<file path="src/rtl/write_reg.sv">
// Posted-write front end of a 16x4 register file: queued writes, in-order commit FSM, flush/zero on clear.
// Optional WRITE_BYPASS_EN lets the read ports see queued writes (newest match) ahead of commit.
module write_reg #(
  parameter int DW    = 4,
  parameter int AW    = 4,
  parameter int DEPTH = 4
) (
  input  logic                     clk,
  input  logic                     rst,
  input  logic                     wvalid,
  output logic                     wready,
  input  logic [AW-1:0]            wa,
  input  logic [DW-1:0]            wd,
  input  logic                     clr_req,
  output logic                     busy,
  output logic [$clog2(DEPTH):0]   count,
  input  logic [AW-1:0]            ra,
  input  logic [AW-1:0]            rb,
  output logic [DW-1:0]            busa,
  output logic [DW-1:0]            busb
);

  localparam int PW   = $clog2(DEPTH);
  localparam int CW   = PW + 1;
  localparam int NREG = 1 << AW;
  localparam logic [CW-1:0] C_FULL = CW'(DEPTH);
  localparam logic [CW-1:0] C_ONE  = CW'(1);

  typedef enum logic [1:0] {S_IDLE, S_DRAIN, S_CLEAR} state_t;

  state_t        r_state;
  logic [CW-1:0] r_count;
  logic [PW-1:0] r_wptr;
  logic [PW-1:0] r_rptr;
  logic [AW-1:0] r_idx;
  logic [DW-1:0] r_file [NREG];
  logic [AW-1:0] r_q_wa [DEPTH];
  logic [DW-1:0] r_q_wd [DEPTH];
  logic [DW-1:0] r_busa;
  logic [DW-1:0] r_busb;

  logic          w_push;
  logic [DW-1:0] w_view_a;
  logic [DW-1:0] w_view_b;

  assign wready = (r_count < C_FULL) && (r_state != S_CLEAR) && !clr_req && rst;
  assign w_push = wvalid && wready;
  assign busy   = (r_state != S_IDLE) || (r_count != '0);
  assign count  = r_count;
  assign busa   = r_busa;
  assign busb   = r_busb;

  // Queue storage needs no reset: only slots inside [rptr, rptr+count) are ever read.
  always_ff @(posedge clk) begin
    if (w_push) begin
      r_q_wa[r_wptr] <= wa;
      r_q_wd[r_wptr] <= wd;
    end
  end

  always_ff @(posedge clk or negedge rst) begin
    if (!rst) begin
      r_state <= S_IDLE;
      r_count <= '0;
      r_wptr  <= '0;
      r_rptr  <= '0;
      r_idx   <= '0;
      for (int i = 0; i < NREG; i++) begin
        r_file[i] <= '0;
      end
    end else begin
      if (w_push) begin
        r_wptr <= r_wptr + 1'b1;
      end
      case (r_state)
        S_IDLE: begin
          if (clr_req) begin
            r_idx   <= '0;
            r_state <= S_CLEAR;
          end else if (w_push) begin
            r_count <= r_count + 1'b1;
            r_state <= S_DRAIN;
          end
        end
        S_DRAIN: begin
          // wready is low under clr_req, so no push can race the flush.
          if (clr_req) begin
            r_count <= '0;
            r_wptr  <= '0;
            r_rptr  <= '0;
            r_idx   <= '0;
            r_state <= S_CLEAR;
          end else begin
            r_file[r_q_wa[r_rptr]] <= r_q_wd[r_rptr];
            r_rptr <= r_rptr + 1'b1;
            if (!w_push) begin
              r_count <= r_count - 1'b1;
              if (r_count == C_ONE) begin
                r_state <= S_IDLE;
              end
            end
          end
        end
        S_CLEAR: begin
          r_file[r_idx] <= '0;
          r_idx         <= r_idx + 1'b1;
          if (&r_idx) begin
            r_state <= S_IDLE;
          end
        end
        default: r_state <= S_IDLE;
      endcase
    end
  end

`ifdef WRITE_BYPASS_EN
  logic [PW-1:0] w_slot;

  // Scan oldest to newest so the most recent matching queued write wins.
  always_comb begin
    w_view_a = r_file[ra];
    w_view_b = r_file[rb];
    w_slot   = '0;
    for (int i = 0; i < DEPTH; i++) begin
      w_slot = r_rptr + PW'(i);
      if (CW'(i) < r_count) begin
        if (r_q_wa[w_slot] == ra) w_view_a = r_q_wd[w_slot];
        if (r_q_wa[w_slot] == rb) w_view_b = r_q_wd[w_slot];
      end
    end
  end
`else
  assign w_view_a = r_file[ra];
  assign w_view_b = r_file[rb];
`endif

  always_ff @(negedge clk or negedge rst) begin
    if (!rst) begin
      r_busa <= '0;
      r_busb <= '0;
    end else begin
      r_busa <= w_view_a;
      r_busb <= w_view_b;
    end
  end

endmodule

</file>
<file path="config.mk">
export PLATFORM = sky130hd
export DESIGN_NAME = write_reg
export DESIGN_NICKNAME = d
export VERILOG_FILES = /design/src/rtl/write_reg.sv
export SDC_FILE = /design/constraint.sdc
export NUM_CORES = 1
export LEC_CHECK = 0
export ABC_CLOCK_PERIOD_IN_PS = 1900
export BUFFER_PORTS_ARGS = -buffer_cell sky130_fd_sc_hd__clkbuf_2
export CAP_MARGIN = 20
export CORE_MARGIN = 5
export CORE_UTILIZATION = 55
export CTS_BUF_LIST = sky130_fd_sc_hd__clkbuf_8 sky130_fd_sc_hd__clkbuf_16
export DETAILED_ROUTE_END_ITERATION = 8
export PLACE_DENSITY_LB_ADDON = 0.15
export RECOVER_POWER = 100
export SYNTH_ARGS = -nofsm -noshare
export SYNTH_HDL_FRONTEND = slang
export SYNTH_SLANG_ARGS = --single-unit
export TNS_END_PERCENT = 5
</file>
<file path="constraint.sdc">
create_clock -name clk -period 1.9 [get_ports clk]
set_input_delay 0.57 -clock clk [delete_from_list [all_inputs] [get_ports clk]]
set_output_delay 0.57 -clock clk [all_outputs]
set_load 0.1 [all_outputs]
</file>
# ---- Word level (Yosys, flattened, before mapping)
# Memory sizes are Yosys's and may differ from the RTL's.
# Index checks and enable logic that the tools add are counted.
# Widths: inputs -> output; s select.
dict set report totals {
  memories 2
  ff_bits 85
  in_bits 20
  wordCells 108
  output_inout_bits 13
  mem_bits_rw 32
}
# name words width rd rd_ports_with_merged_regs wr line_no
set mem_list {}
lappend mem_list {r_q_wa 4 4 1 0 1 37} ;# logic [AW-1:0] r_q_wa [DEPTH];
lappend mem_list {r_q_wd 4 4 1 0 1 38} ;# logic [DW-1:0] r_q_wd [DEPTH];
dict set report classes {
  n_eq_ne 12
  add_sub_neg 5
  n_lt_le_gt_ge 7
  bitwise 6
  reduce_logical 20
  muxes 33
}
# op n
set op_table {}
lappend op_table {{$pmux 64 s2} 1}
lappend op_table {{$and 64x64->64} 1}
lappend op_table {{$bwmux 64} 1}
lappend op_table {{$mux 64} 1}
lappend op_table {{$not 64->64} 1}
lappend op_table {{$bmux 4 s4} 2}
lappend op_table {{$demux 4 s4} 2}
lappend op_table {{$mux 4} 7}
lappend op_table {{$ge 5x5->1 const B} 4}
lappend op_table {{$mux 2} 10}
lappend op_table {{$not 4->5} 4}
lappend op_table {{$mux 3} 4}
lappend op_table {{$reduce_and 4->1} 3}
lappend op_table {{$lt 5x1->1 const B} 2}
lappend op_table {{$ne 2x2->1 const B} 5}
lappend op_table {{$ne 3x3->1 const B} 3}
lappend op_table {{$pmux 4 s2} 1}
lappend op_table {{$reduce_bool 2->1} 4}
lappend op_table {{$logic_and 1x1->1} 6}
lappend op_table {{$pmux 2 s3} 1}
lappend op_table {{$pmux 3 s2} 1}
lappend op_table {{$add 2x1->2 const B} 2}
lappend op_table {{$add 4x1->4 const B} 1}
lappend op_table {{$reduce_and 2->1} 2}
lappend op_table {{other kinds (13)} 14}

# ---- Depth between registers and ports, before layout
# An unclocked memory read counts as a cell.
dict set report depth {
  word_depth 9
  depth_mapped 7
  ltp_nobuf 5
}

==> results.yml <==
outcome:
  outcome: "complete, but fails checks"
  violations: "setup timing"
clock_tree:
  clk_pin_slew_ps: 60
  clock_path_buffers: 2
  cts_root_buf: "clkbuf_8"
  clock_sinks: 117
  cts_tree: "yes"
  htree_levels: 4
  clock_latency_ps: 530
  cts-buffers-inserted: 17
worst_setup_path:
  crit_arrival_ps: 1940
  worst-setup-path-type: "register to register"
  required_ps: 1230
  startpoint: "r_file[13]"
  timing.rr.start: "r_file[13]"
  end_kind: "register"
  cp_max_fo: 3
  start_kind: "register"
global_route:
  use_met3: 0.0642
  grt_overflow_total: 0
  grt_util_met2: 0.432
  grt_util_met1: 0.318
  busiest_layer: "met2"
  grt_start_max_net_pins: 53
  grt_pass1_vias: 4497
  grt_first_pass_wirelength_um: 25000
  grt_use_total: 0.256
  antenna_found_initial: 0
sta:
  maxSlewViolCount: 0
  tightest_slew_ps: 785
  holdWs_ps: 286
  setup_violations: 78
  setup_ws_ps: -707
  slew_headroom: 0.477
  rsz0062_at_grt: "true"
  finalSetupTns_ps: -17370
  hold_violations: 0
  skew_ps: 78.1
die:
  core_mm2: 0.0108
  die-area_mm2: 0.0132
  die_y_um: 115
  pin_count: 33
  initial_core_util: 0.559
  rows: 38
  die_w_um: 115
power:
  power.share.clock: 0.287
  p_sw_mw: 4.08
  pwr-share-seq: 0.368
  p_sw_frac: 0.363
  pwr-share-comb: 0.345
  p_int_mw: 7.15
  p_leak_nw: 3.29
  power.density_mw_per_mm2: 1470
  ir_drop_mv: 1.36
job:
  cap_viol_max_count: 0
synth:
  synth_top_area_share: 0.319
  synthAdderAreaFrac: 0.0249
  synth_cells: 453
  synth_simple_gate_area_frac: 0.120
  synth_fp_nets: 485
  synthMuxAreaShare: 0.291
  synthTopCellsByCount: "85 x nand2_1, 77 x dfrtp_1, 70 x mux2i_1"
  ys_types: 40
  yosysMostFrequentCell: "nand2_1"
  synth-xor-area-share: 0.00435
  netlist_area_mm2: 0.00604
  async_reset_ff_frac: 0.726
  synth.ff_latch_count: 117
  ys_warn_count: 0
  synth_top_family_by_area: "multiplexers"
  yosys.area.top_type: "dfrtp_1"
  ys_top_cells_by_area: "dfrtp_1 32%, mux4_2 16%, edfxtp_1 16%"
  synth_flop_cell: "dfrtp_1"
  synth_edf_count: 32
  synth.yosys.seq_area_share: 0.512
  synth_compound_area_frac: 0.0216
  synth_area_per_cell_um2: 13.3
final_layout:
  n_antenna_cell: 0
  nFillCells: 748
  nNetsFinal: 573
  area_delta_synth_final_pct: 26.5
  drive_gt1_frac: 0.341
hold_path:
  min-delay-path-class: "input pin to register"
  hold_start: "wd[3]"
detailed_routing:
  num_vias: 4191
  drt_iter0_drc: 265
  drtPass1Iterations: 5
  avgViaCountPerCell: 6.04
  drc: 0
  wl_per_cell_um: 22.2
  final_antenna_net_count: 0
  wirelength_um: 15400
placed_design:
  hpwl_um: 11300
  place.port_buffers: 32
  gp_congestion: 0.887
[cell families after synthesis]
logic type                 Yosys count
and+or+nand+nor                    149
muxes                              120
DFF                                117
buffers and inverters               32
AOI/OAI and AO/OA                   20
adders and majority gates           12
xor gates and xnor gates             3
[worst max-delay path: stages (launching register included)]
cell and delay, ps:
dfrtp_1 440, mux4_2 480, mux4_2 490
[path summary, 6_finish.rpt]
check | to | cells after the start | slack, ps
min in group asynchronous | count[0] | 2 | 740
worst max-delay path | busa[1] | 2 | -710
worst min-delay path | r_q_wd[0][3] | 1 | 290
worst min register to register | r_file[63] | 2 | 550
max in group asynchronous | busa[2] | 2 | -30
worst max register to register | busa[1] | 2 | -710
[flip-flops by register name, indices dropped and copies added (netlist names)]
| signal | count |
|---|---|
| r_idx | 4 |
| r_state | 2 |
| r_wptr | 2 |
| r_q_wa | 16 |
| r_q_wd | 16 |
| r_rptr | 2 |
| busb | 4 |
| r_file | 64 |
| count | 3 |
| busa | 4 |
[stage by stage]
stage	utilization	instance area (um^2)	power (mW)	setup WS [ps]	instances
floorplan	-	6110	6.32	-972	453
global placement	0.647	6980	7.77	-1050	661
detailed placement	0.647	6980	7.93	-1090	661
CTS	0.713	7690	11.2	-725	694
global route	0.707	7630	11.7	-741	694
finish	0.707	7630	11.2	-707	694
[routing by layer]
metal | vias up | wire [um]
li1 | 1858 | -
met1 | 2140 | 6040
met2 | 156 | 7940
met3 | 37 | 874
met4 | 0 | 526
met5 | - | 0
[power by group through the flow]
| stage | registers, mW | logic [mW] | clock network [mW] |
|---|---|---|---|
| floorplan | 4.39 | 1.93 | 0 |
| global placement | 4.09 | 3.67 | 0 |
| detailed placement | 4.12 | 3.81 | 0 |
| CTS | 4.09 | 3.91 | 3.25 |
| global route | 4.17 | 4.18 | 3.38 |
| finish | 4.13 | 3.87 | 3.22 |
[final cells by class]
cell class / count / area [um^2] / share of cell area
clock inverters: 13 / 156 / 0.0205
flip-flops and latches: 117 / 3090 / 0.405
repair buffers: 95 / 871 / 0.114
well taps: 140 / 175 / 0.0229
clock buffers: 19 / 442 / 0.0578
inverters: 6 / 22.5 / 0.00295
multi-input cells: 304 / 2880 / 0.377
[placed cells by master, fill, tap and decap left out, drive strengths merged, types with 2 or more instances in the layout]
| cell | count |
|---|---|
| nand2 | 85 |
| dfrtp | 77 |
| mux2i | 70 |
| buf | 61 |
| clkbuf | 52 |
| mux4 | 44 |
| edfxtp | 32 |
| nor2 | 16 |
| ha | 12 |
| inv | 9 |
| dfrtn | 8 |
| nand2b | 8 |
| o21ai | 7 |
| or3 | 7 |
| mux2 | 6 |
| nand3b | 6 |
| nand4 | 5 |
| and2 | 5 |
| clkinv | 5 |
| nand3 | 4 |
| o211ai | 4 |
| a22o | 4 |
| xnor2 | 3 |
| a21oi | 3 |
| bufinv | 3 |
| nor2b | 2 |
| nor4bb | 2 |
| clkinvlp | 2 |
[repair_timing]
item                       in CTS  in global routing
setup buffers                   0                  0
hold endpoints to repair        2                  0
resized for setup              29                 19
setup endpoints to repair      85                 83
pin swaps                       1                  5
hold buffers                    1                  0
(Power assumes the default switching activity.)
